## config.mk

```make
export PLATFORM = sky130hd
export DESIGN_NAME = cpu_sequencer_flat
export DESIGN_NICKNAME = d
export VERILOG_FILES = /design/src/rtl/cpu_sequencer_if.sv /design/src/rtl/cpu_sequencer.sv /design/src/flat_wrapper.sv
export SDC_FILE = /design/constraint.sdc
export NUM_CORES = 1
export LEC_CHECK = 0
export ABC_AREA = 1
export ABC_CLOCK_PERIOD_IN_PS = 1730
export CORE_UTILIZATION = 25
export CTS_BUF_LIST = sky130_fd_sc_hd__clkbuf_8
export CTS_CLUSTER_DIAMETER = 30
export DETAILED_ROUTE_END_ITERATION = 7
export DONT_BUFFER_PORTS = 1
export GPL_ROUTABILITY_DRIVEN = 0
export PLACE_DENSITY = 0.48
export SYNTH_ARGS = -nofsm -noshare
export SYNTH_HDL_FRONTEND = slang
export SYNTH_SLANG_ARGS = --single-unit
export TNS_END_PERCENT = 5
```

## constraint.sdc

```tcl
create_clock -name clk -period 1.73 [get_ports clk]
set_input_delay 0.346 -clock clk [delete_from_list [all_inputs] [get_ports clk]]
set_output_delay 0.346 -clock clk [all_outputs]
set_load 0.01 [all_outputs]
```

## src/rtl/cpu_sequencer_if.sv

```systemverilog
// ============================================================================
// Module  : cpu_sequencer_if
// Purpose : Control/status bundle between the CPU sequencer and the datapath.
// Rev     : 1.0  initial release
// ============================================================================
`default_nettype none

interface cpu_sequencer_if #(
    parameter int COUNT_W = 16
);
    logic               run;
    logic               step;
    logic               execute_flag;
    logic [10:0]        alu_ctl;
    logic [3:0]         rd;
    logic               mem_ready;
    logic               instruction_en;
    logic               pc_load;
    logic               read_en;
    logic               ldr_str_en;
    logic               mem_req;
    logic               write_en;
    logic               lr_write;
    logic               pc_wb_load;
    logic               halted;
    logic               mem_err;
    logic [2:0]         state;
    logic [COUNT_W-1:0] instr_count;

    modport master (
        input  run, step, execute_flag, alu_ctl, rd, mem_ready,
        output instruction_en, pc_load, read_en, ldr_str_en, mem_req,
               write_en, lr_write, pc_wb_load, halted, mem_err, state,
               instr_count
    );

    modport slave (
        output run, step, execute_flag, alu_ctl, rd, mem_ready,
        input  instruction_en, pc_load, read_en, ldr_str_en, mem_req,
               write_en, lr_write, pc_wb_load, halted, mem_err, state,
               instr_count
    );
endinterface

`default_nettype wire

```

## src/rtl/cpu_sequencer.sv

```systemverilog
// ============================================================================
// Module  : cpu_sequencer
// Purpose : Multi-cycle instruction sequencer with run/halt/step control.
// Rev     : 1.0  initial release
// ============================================================================
`default_nettype none

module cpu_sequencer #(
    parameter int MEM_TIMEOUT = 15,
    parameter int COUNT_W     = 16
) (
    input  wire logic         clk,
    input  wire logic         rst,
    cpu_sequencer_if.master   bus
);
    typedef enum logic [2:0] {
        S_HALT   = 3'd0,
        S_FETCH  = 3'd1,
        S_DECODE = 3'd2,
        S_EXEC   = 3'd3,
        S_MEM    = 3'd4,
        S_WB     = 3'd5
    } state_t;

    localparam logic [10:0] c_ALU_CMP = 11'd8;
    localparam logic [10:0] c_ALU_BL  = 11'd32;
    localparam logic [10:0] c_ALU_LDR = 11'd41;
    localparam logic [10:0] c_ALU_STR = 11'd42;
    // Wait counter starts at 0 on MEM entry, so cycle N in MEM sees N-1.
    localparam logic [7:0]  c_WAIT_LAST = 8'(MEM_TIMEOUT - 1);

    state_t               r_state;
    state_t               w_next;
    state_t               w_exit_state;
    logic                 r_step_pending;
    logic [7:0]           r_wait;
    logic                 r_mem_err;
    logic [COUNT_W-1:0]   r_count;
    logic                 w_set_pending;
    logic                 w_clr_pending;
    logic                 w_exit_clr;
    logic                 w_retire;
    logic                 w_abort;
    logic                 w_instruction_en;
    logic                 w_pc_load;
    logic                 w_read_en;
    logic                 w_ldr_str_en;
    logic                 w_mem_req;
    logic                 w_write_en;
    logic                 w_lr_write;
    logic                 w_pc_wb_load;

    always_ff @(posedge clk) begin
        if (rst) begin
            r_state        <= S_HALT;
            r_step_pending <= 1'b0;
            r_wait         <= 8'd0;
            r_mem_err      <= 1'b0;
            r_count        <= '0;
        end else begin
            r_state <= w_next;
            if (w_set_pending)
                r_step_pending <= 1'b1;
            else if (w_clr_pending)
                r_step_pending <= 1'b0;
            r_wait <= (r_state == S_MEM) ? r_wait + 8'd1 : 8'd0;
            if (w_abort)
                r_mem_err <= 1'b1;
            if (w_retire)
                r_count <= r_count + 1'b1;
        end
    end

    always_comb begin
        w_next           = r_state;
        w_set_pending    = 1'b0;
        w_clr_pending    = 1'b0;
        w_retire         = 1'b0;
        w_abort          = 1'b0;
        w_instruction_en = 1'b0;
        w_pc_load        = 1'b0;
        w_read_en        = 1'b0;
        w_ldr_str_en     = 1'b0;
        w_mem_req        = 1'b0;
        w_write_en       = 1'b0;
        w_lr_write       = 1'b0;
        w_pc_wb_load     = 1'b0;

        // Instruction boundary: continue only when free-running, not stepping.
        if (bus.run && !r_step_pending) begin
            w_exit_state = S_FETCH;
            w_exit_clr   = 1'b0;
        end else begin
            w_exit_state = S_HALT;
            w_exit_clr   = 1'b1;
        end

        case (r_state)
            S_HALT: begin
                if (bus.run) begin
                    w_next = S_FETCH;
                end else if (bus.step) begin
                    w_set_pending = 1'b1;
                    w_next        = S_FETCH;
                end
            end
            S_FETCH: begin
                w_instruction_en = 1'b1;
                w_pc_load        = 1'b1;
                w_next           = S_DECODE;
            end
            S_DECODE: begin
                w_read_en = bus.execute_flag;
                if (!bus.execute_flag) begin
                    w_retire      = 1'b1;
                    w_clr_pending = w_exit_clr;
                    w_next        = w_exit_state;
                end else begin
                    w_next = S_EXEC;
                end
            end
            S_EXEC: begin
                if (bus.alu_ctl == c_ALU_LDR || bus.alu_ctl == c_ALU_STR)
                    w_next = S_MEM;
                else
                    w_next = S_WB;
            end
            S_MEM: begin
                w_ldr_str_en = 1'b1;
                w_mem_req    = 1'b1;
                if (bus.mem_ready) begin
                    w_next = S_WB;
                end else if (r_wait == c_WAIT_LAST) begin
                    w_abort       = 1'b1;
                    w_clr_pending = 1'b1;
                    w_next        = S_HALT;
                end
            end
            S_WB: begin
                w_retire      = 1'b1;
                w_clr_pending = w_exit_clr;
                w_next        = w_exit_state;
                if (bus.alu_ctl == c_ALU_CMP || bus.alu_ctl == c_ALU_STR) begin
                    w_write_en = 1'b0;
                end else if (bus.alu_ctl == c_ALU_BL) begin
                    w_write_en = 1'b1;
                    w_lr_write = 1'b1;
                end else if (bus.rd == 4'd15) begin
                    w_pc_wb_load = 1'b1;
                end else begin
                    w_write_en = 1'b1;
                end
            end
            default: w_next = S_HALT;
        endcase
    end

    assign bus.instruction_en = w_instruction_en;
    assign bus.pc_load        = w_pc_load;
    assign bus.read_en        = w_read_en;
    assign bus.ldr_str_en     = w_ldr_str_en;
    assign bus.mem_req        = w_mem_req;
    assign bus.write_en       = w_write_en;
    assign bus.lr_write       = w_lr_write;
    assign bus.pc_wb_load     = w_pc_wb_load;
    assign bus.halted         = (r_state == S_HALT);
    assign bus.mem_err        = r_mem_err;
    assign bus.state          = r_state;
    assign bus.instr_count    = r_count;

endmodule

`default_nettype wire

```

## src/flat_wrapper.sv

```systemverilog
// flat-port wrapper written by rule: the top's interface ports become plain ports
module cpu_sequencer_flat 
#(
    parameter int MEM_TIMEOUT = 15,
    parameter int COUNT_W     = 16
)
  (clk, rst, bus_run, bus_step, bus_execute_flag, bus_alu_ctl, bus_rd, bus_mem_ready, bus_instruction_en, bus_pc_load, bus_read_en, bus_ldr_str_en, bus_mem_req, bus_write_en, bus_lr_write, bus_pc_wb_load, bus_halted, bus_mem_err, bus_state, bus_instr_count);
  cpu_sequencer_if #(.COUNT_W(COUNT_W)) bus_i ();
  input  wire logic clk;
  input  wire logic rst;
  input wire logic [$bits(bus_i.run)-1:0] bus_run;
  input wire logic [$bits(bus_i.step)-1:0] bus_step;
  input wire logic [$bits(bus_i.execute_flag)-1:0] bus_execute_flag;
  input wire logic [$bits(bus_i.alu_ctl)-1:0] bus_alu_ctl;
  input wire logic [$bits(bus_i.rd)-1:0] bus_rd;
  input wire logic [$bits(bus_i.mem_ready)-1:0] bus_mem_ready;
  output wire logic [$bits(bus_i.instruction_en)-1:0] bus_instruction_en;
  output wire logic [$bits(bus_i.pc_load)-1:0] bus_pc_load;
  output wire logic [$bits(bus_i.read_en)-1:0] bus_read_en;
  output wire logic [$bits(bus_i.ldr_str_en)-1:0] bus_ldr_str_en;
  output wire logic [$bits(bus_i.mem_req)-1:0] bus_mem_req;
  output wire logic [$bits(bus_i.write_en)-1:0] bus_write_en;
  output wire logic [$bits(bus_i.lr_write)-1:0] bus_lr_write;
  output wire logic [$bits(bus_i.pc_wb_load)-1:0] bus_pc_wb_load;
  output wire logic [$bits(bus_i.halted)-1:0] bus_halted;
  output wire logic [$bits(bus_i.mem_err)-1:0] bus_mem_err;
  output wire logic [$bits(bus_i.state)-1:0] bus_state;
  output wire logic [$bits(bus_i.instr_count)-1:0] bus_instr_count;
  assign bus_i.run = bus_run;
  assign bus_i.step = bus_step;
  assign bus_i.execute_flag = bus_execute_flag;
  assign bus_i.alu_ctl = bus_alu_ctl;
  assign bus_i.rd = bus_rd;
  assign bus_i.mem_ready = bus_mem_ready;
  assign bus_instruction_en = bus_i.instruction_en;
  assign bus_pc_load = bus_i.pc_load;
  assign bus_read_en = bus_i.read_en;
  assign bus_ldr_str_en = bus_i.ldr_str_en;
  assign bus_mem_req = bus_i.mem_req;
  assign bus_write_en = bus_i.write_en;
  assign bus_lr_write = bus_i.lr_write;
  assign bus_pc_wb_load = bus_i.pc_wb_load;
  assign bus_halted = bus_i.halted;
  assign bus_mem_err = bus_i.mem_err;
  assign bus_state = bus_i.state;
  assign bus_instr_count = bus_i.instr_count;
  cpu_sequencer #(.MEM_TIMEOUT(MEM_TIMEOUT), .COUNT_W(COUNT_W)) u_core (.clk(clk), .rst(rst), .bus(bus_i));
endmodule
```

==> reports/qor.csv <==
stage,metric,value,unit
timing,worst-margin pin slew,0.447,ns
clock_network,latest clock arrival within the worst-skew pair,0.28,ns
die,Initial Util,0.264,
die,DIE HEIGHT,82.1,µm
synthesis,Post-Synthesis Cells,248,
placement,dpl cell area,0.00171,mm²
placement,hpwl dp,2980,µm
clock_network,CTS root buffer,clkbuf_8,
clock_network,CTS tree,done,
power_and_ir_drop,Lkg Pwr,0.747,nW
detailed_routing,WL/cell,11.5,µm
die,die area,0.00674,mm²
global_routing,GRT Util Overall,0.119,
timing,final worst slack,0.113,ns
die,IO Pins,50,
finish,fin nets,280,
detailed_routing,DR iter-0 viols,57,
timing,crit path time final,1.62,ns
setup_path,Setup crit start,u_core.bus.state[1],
clock_network,H-tree depth,2,
synthesis,Yosys cell types,27,
setup_path,Worst setup EP type,output port,
finish,Filler cells,683,
timing,TNS Setup,0,ns
clock_network,CTS Buffer Depth,2,
die,Die W,82.1,µm
placement,setup slack at placement,0.248,ns
detailed_routing,DRC,0,
setup_path,critical path type,flop to output port,
global_routing,largest net degree at the start of global routing,13,
timing,final hold violations,0,
finish,area growth from synthesis to layout,12.2,%
hold_path,hold crit path type,primary input to flop,
clock_network,CTS buffer count,5,
timing,skew final,0.00831,ns
finish,"commonest non-fill, non-tap cells in the layout","nand2_1, nor2_1, inv_1, dfxtp_1, nand3_1",
clock_network,# Post-CTS Setup Buffers,0,
setup_path,worst reg2reg path startpoint,u_core.bus.instr_count[5],
setup_path,flop-to-flop setup slack,0.35,ns
synthesis,synth warn,0,
finish,layout cells sized above 1,0.101,
synthesis,Syn Area/Cell,6.46,µm²
detailed_routing,via count,1478,
finish,"most common cell after layout, fill and taps aside",nand2_1,
clock_network,clock sinks,29,
run_status,outcome,"finished, final reports clean",
placement,# port buffers,0,
synthesis,"Seq/Total Area, Yosys",0.362,
setup_path,WP data required,1.38,ns
timing,final slew viol count,0,
timing,relative slew slack,0.701,
detailed_routing,Vias/cell,4.45,
detailed_routing,antenna-violating nets left,0,
die,Core ar.,0.00606,mm²
setup_path,type of origin of the critical path,flop,
synthesis,syn nets,272,
timing,Achievable Freq,618,MHz
detailed_routing,Pre-antenna DRT Iters,5,
clock_network,"Clk pin slew, worst setup/hold paths",0.07,ns
global_routing,initial antenna violation count,0,
hold_path,HP Start,rst,
die,row count,28,
global_routing,total congestion overflow,0,
finish,number of diodes,0,
flow_run,max-cap violation count,0,
timing,# setup viols final,0,
global_routing,global-route wire length before repair,5920,µm
timing,Final Cycle Share,0.935,
power_and_ir_drop,Peak VDD IR,0.382,mV
global_routing,number of global-route vias before repair,1306,
detailed_routing,final wirelength,3820,µm
finish,Final Cell Area,0.00180,mm²
synthesis,Netlist Area Pre-Place,0.00160,mm²
timing,WHS,0.121,ns
setup_path,data arrival time of the worst path,1.27,ns
setup_path,CP Max Fanout,6,
power_and_ir_drop,P per Cell Area,788,mW/mm²
synthesis,synthesized flop and latch total,29,
[final cells by class]
cell class | instances | area, µm² | area share
well taps | 75 | 93.8 | 0.0522
clock buffers | 5 | 68.8 | 0.0383
multi-input cells | 172 | 831 | 0.462
repair buffers | 7 | 52.6 | 0.0292
inverters | 41 | 154 | 0.0856
flip-flops and latches | 29 | 584 | 0.325
clock inverters | 3 | 13.8 | 0.00765
[layer usage]
| layer | global-route usage | vias up | share of wire |
|---|---|---|---|
| li1 | - | 798 | - |
| met1 | 0.146 | 648 | 0.47 |
| met2 | 0.178 | 28 | 0.44 |
| met3 | 0.0522 | 4 | 0.076 |
| met4 | 0.0579 | 0 | 0.017 |
| met5 | 0 | - | 0 |
[critical path, cell delays in order (launching register included)]
cell and delay [ns]:
dfxtp_2 0.36, inv_1 0.13, nand3_2 0.11, inv_1 0.08, o21ai_1 0.09, nor2b_1 0.22
[flip-flops by register name (all words and copies together), names as in the netlist]
| signal | count |
|---|---|
| u_core.r_wait | 8 |
| u_core.r_step_pending | 1 |
| u_core.bus.state | 3 |
| u_core.bus.mem_err | 1 |
| u_core.bus.instr_count | 16 |
[Yosys cell counts, drive strengths merged]
master,instances,area (µm²)
inv,41,154
a211oi,1,7.51
xnor2,3,26.3
nand4,5,37.5
nand3,24,125
dfxtp,29,581
o21ai,10,50.0
nand2,53,201
a31oi,1,6.26
xor2,2,17.5
a21oi,19,95.1
nor2b,1,6.26
clkbuf,1,3.75
buf,5,38.8
o21a,3,22.5
ha,3,37.5
nor3,5,25.0
nor2,42,168
[stage by stage]
| stage | cells | utilization | total power, mW |
|---|---|---|---|
| 2_1_floorplan | 248 | - | 0.860 |
| 3_3_place_gp | 324 | 0.282 | 0.893 |
| 3_5_place_dp | 324 | 0.282 | 0.895 |
| 4_1_cts | 332 | 0.296 | 1.44 |
| 5_1_grt | 332 | 0.297 | 1.50 |
| 6_report | 332 | 0.297 | 1.42 |
[power breakdown]
group	internal [mW]	leakage (nW)	switching (mW)
combinational	0.0617	0.463	0.105
clock	0.272	0.0491	0.261
sequential	0.688	0.235	0.0280
[path summary, 6_finish.rpt]
path         cells past startpoint                          to
max                              5              bus_pc_wb_load
max reg2reg                      7  u_core.bus.instr_count[10]
min reg2reg                      1            u_core.r_wait[0]
min                              1   u_core.bus.instr_count[5]
[logic make-up (layout without fill, tap and decap cells)]
logic type	count (synthesis)	count (layout)	synth area share
and+or+nand+nor	130	130	0.351
buffers and inverters	47	56	0.123
AOI/OAI and AO/OA	34	34	0.113
DFF	29	29	0.362
xor gates and xnor gates	5	5	0.0273
adders and majority gates	3	3	0.0234
[timing repair]
action | CTS | global route
pin swaps | 0 | 0
hold buffers | 0 | 0
gates resized for setup | 3 | 2
setup endpoints to repair | 3 | 3
Note: power is estimated with default switching activity, not from simulation.
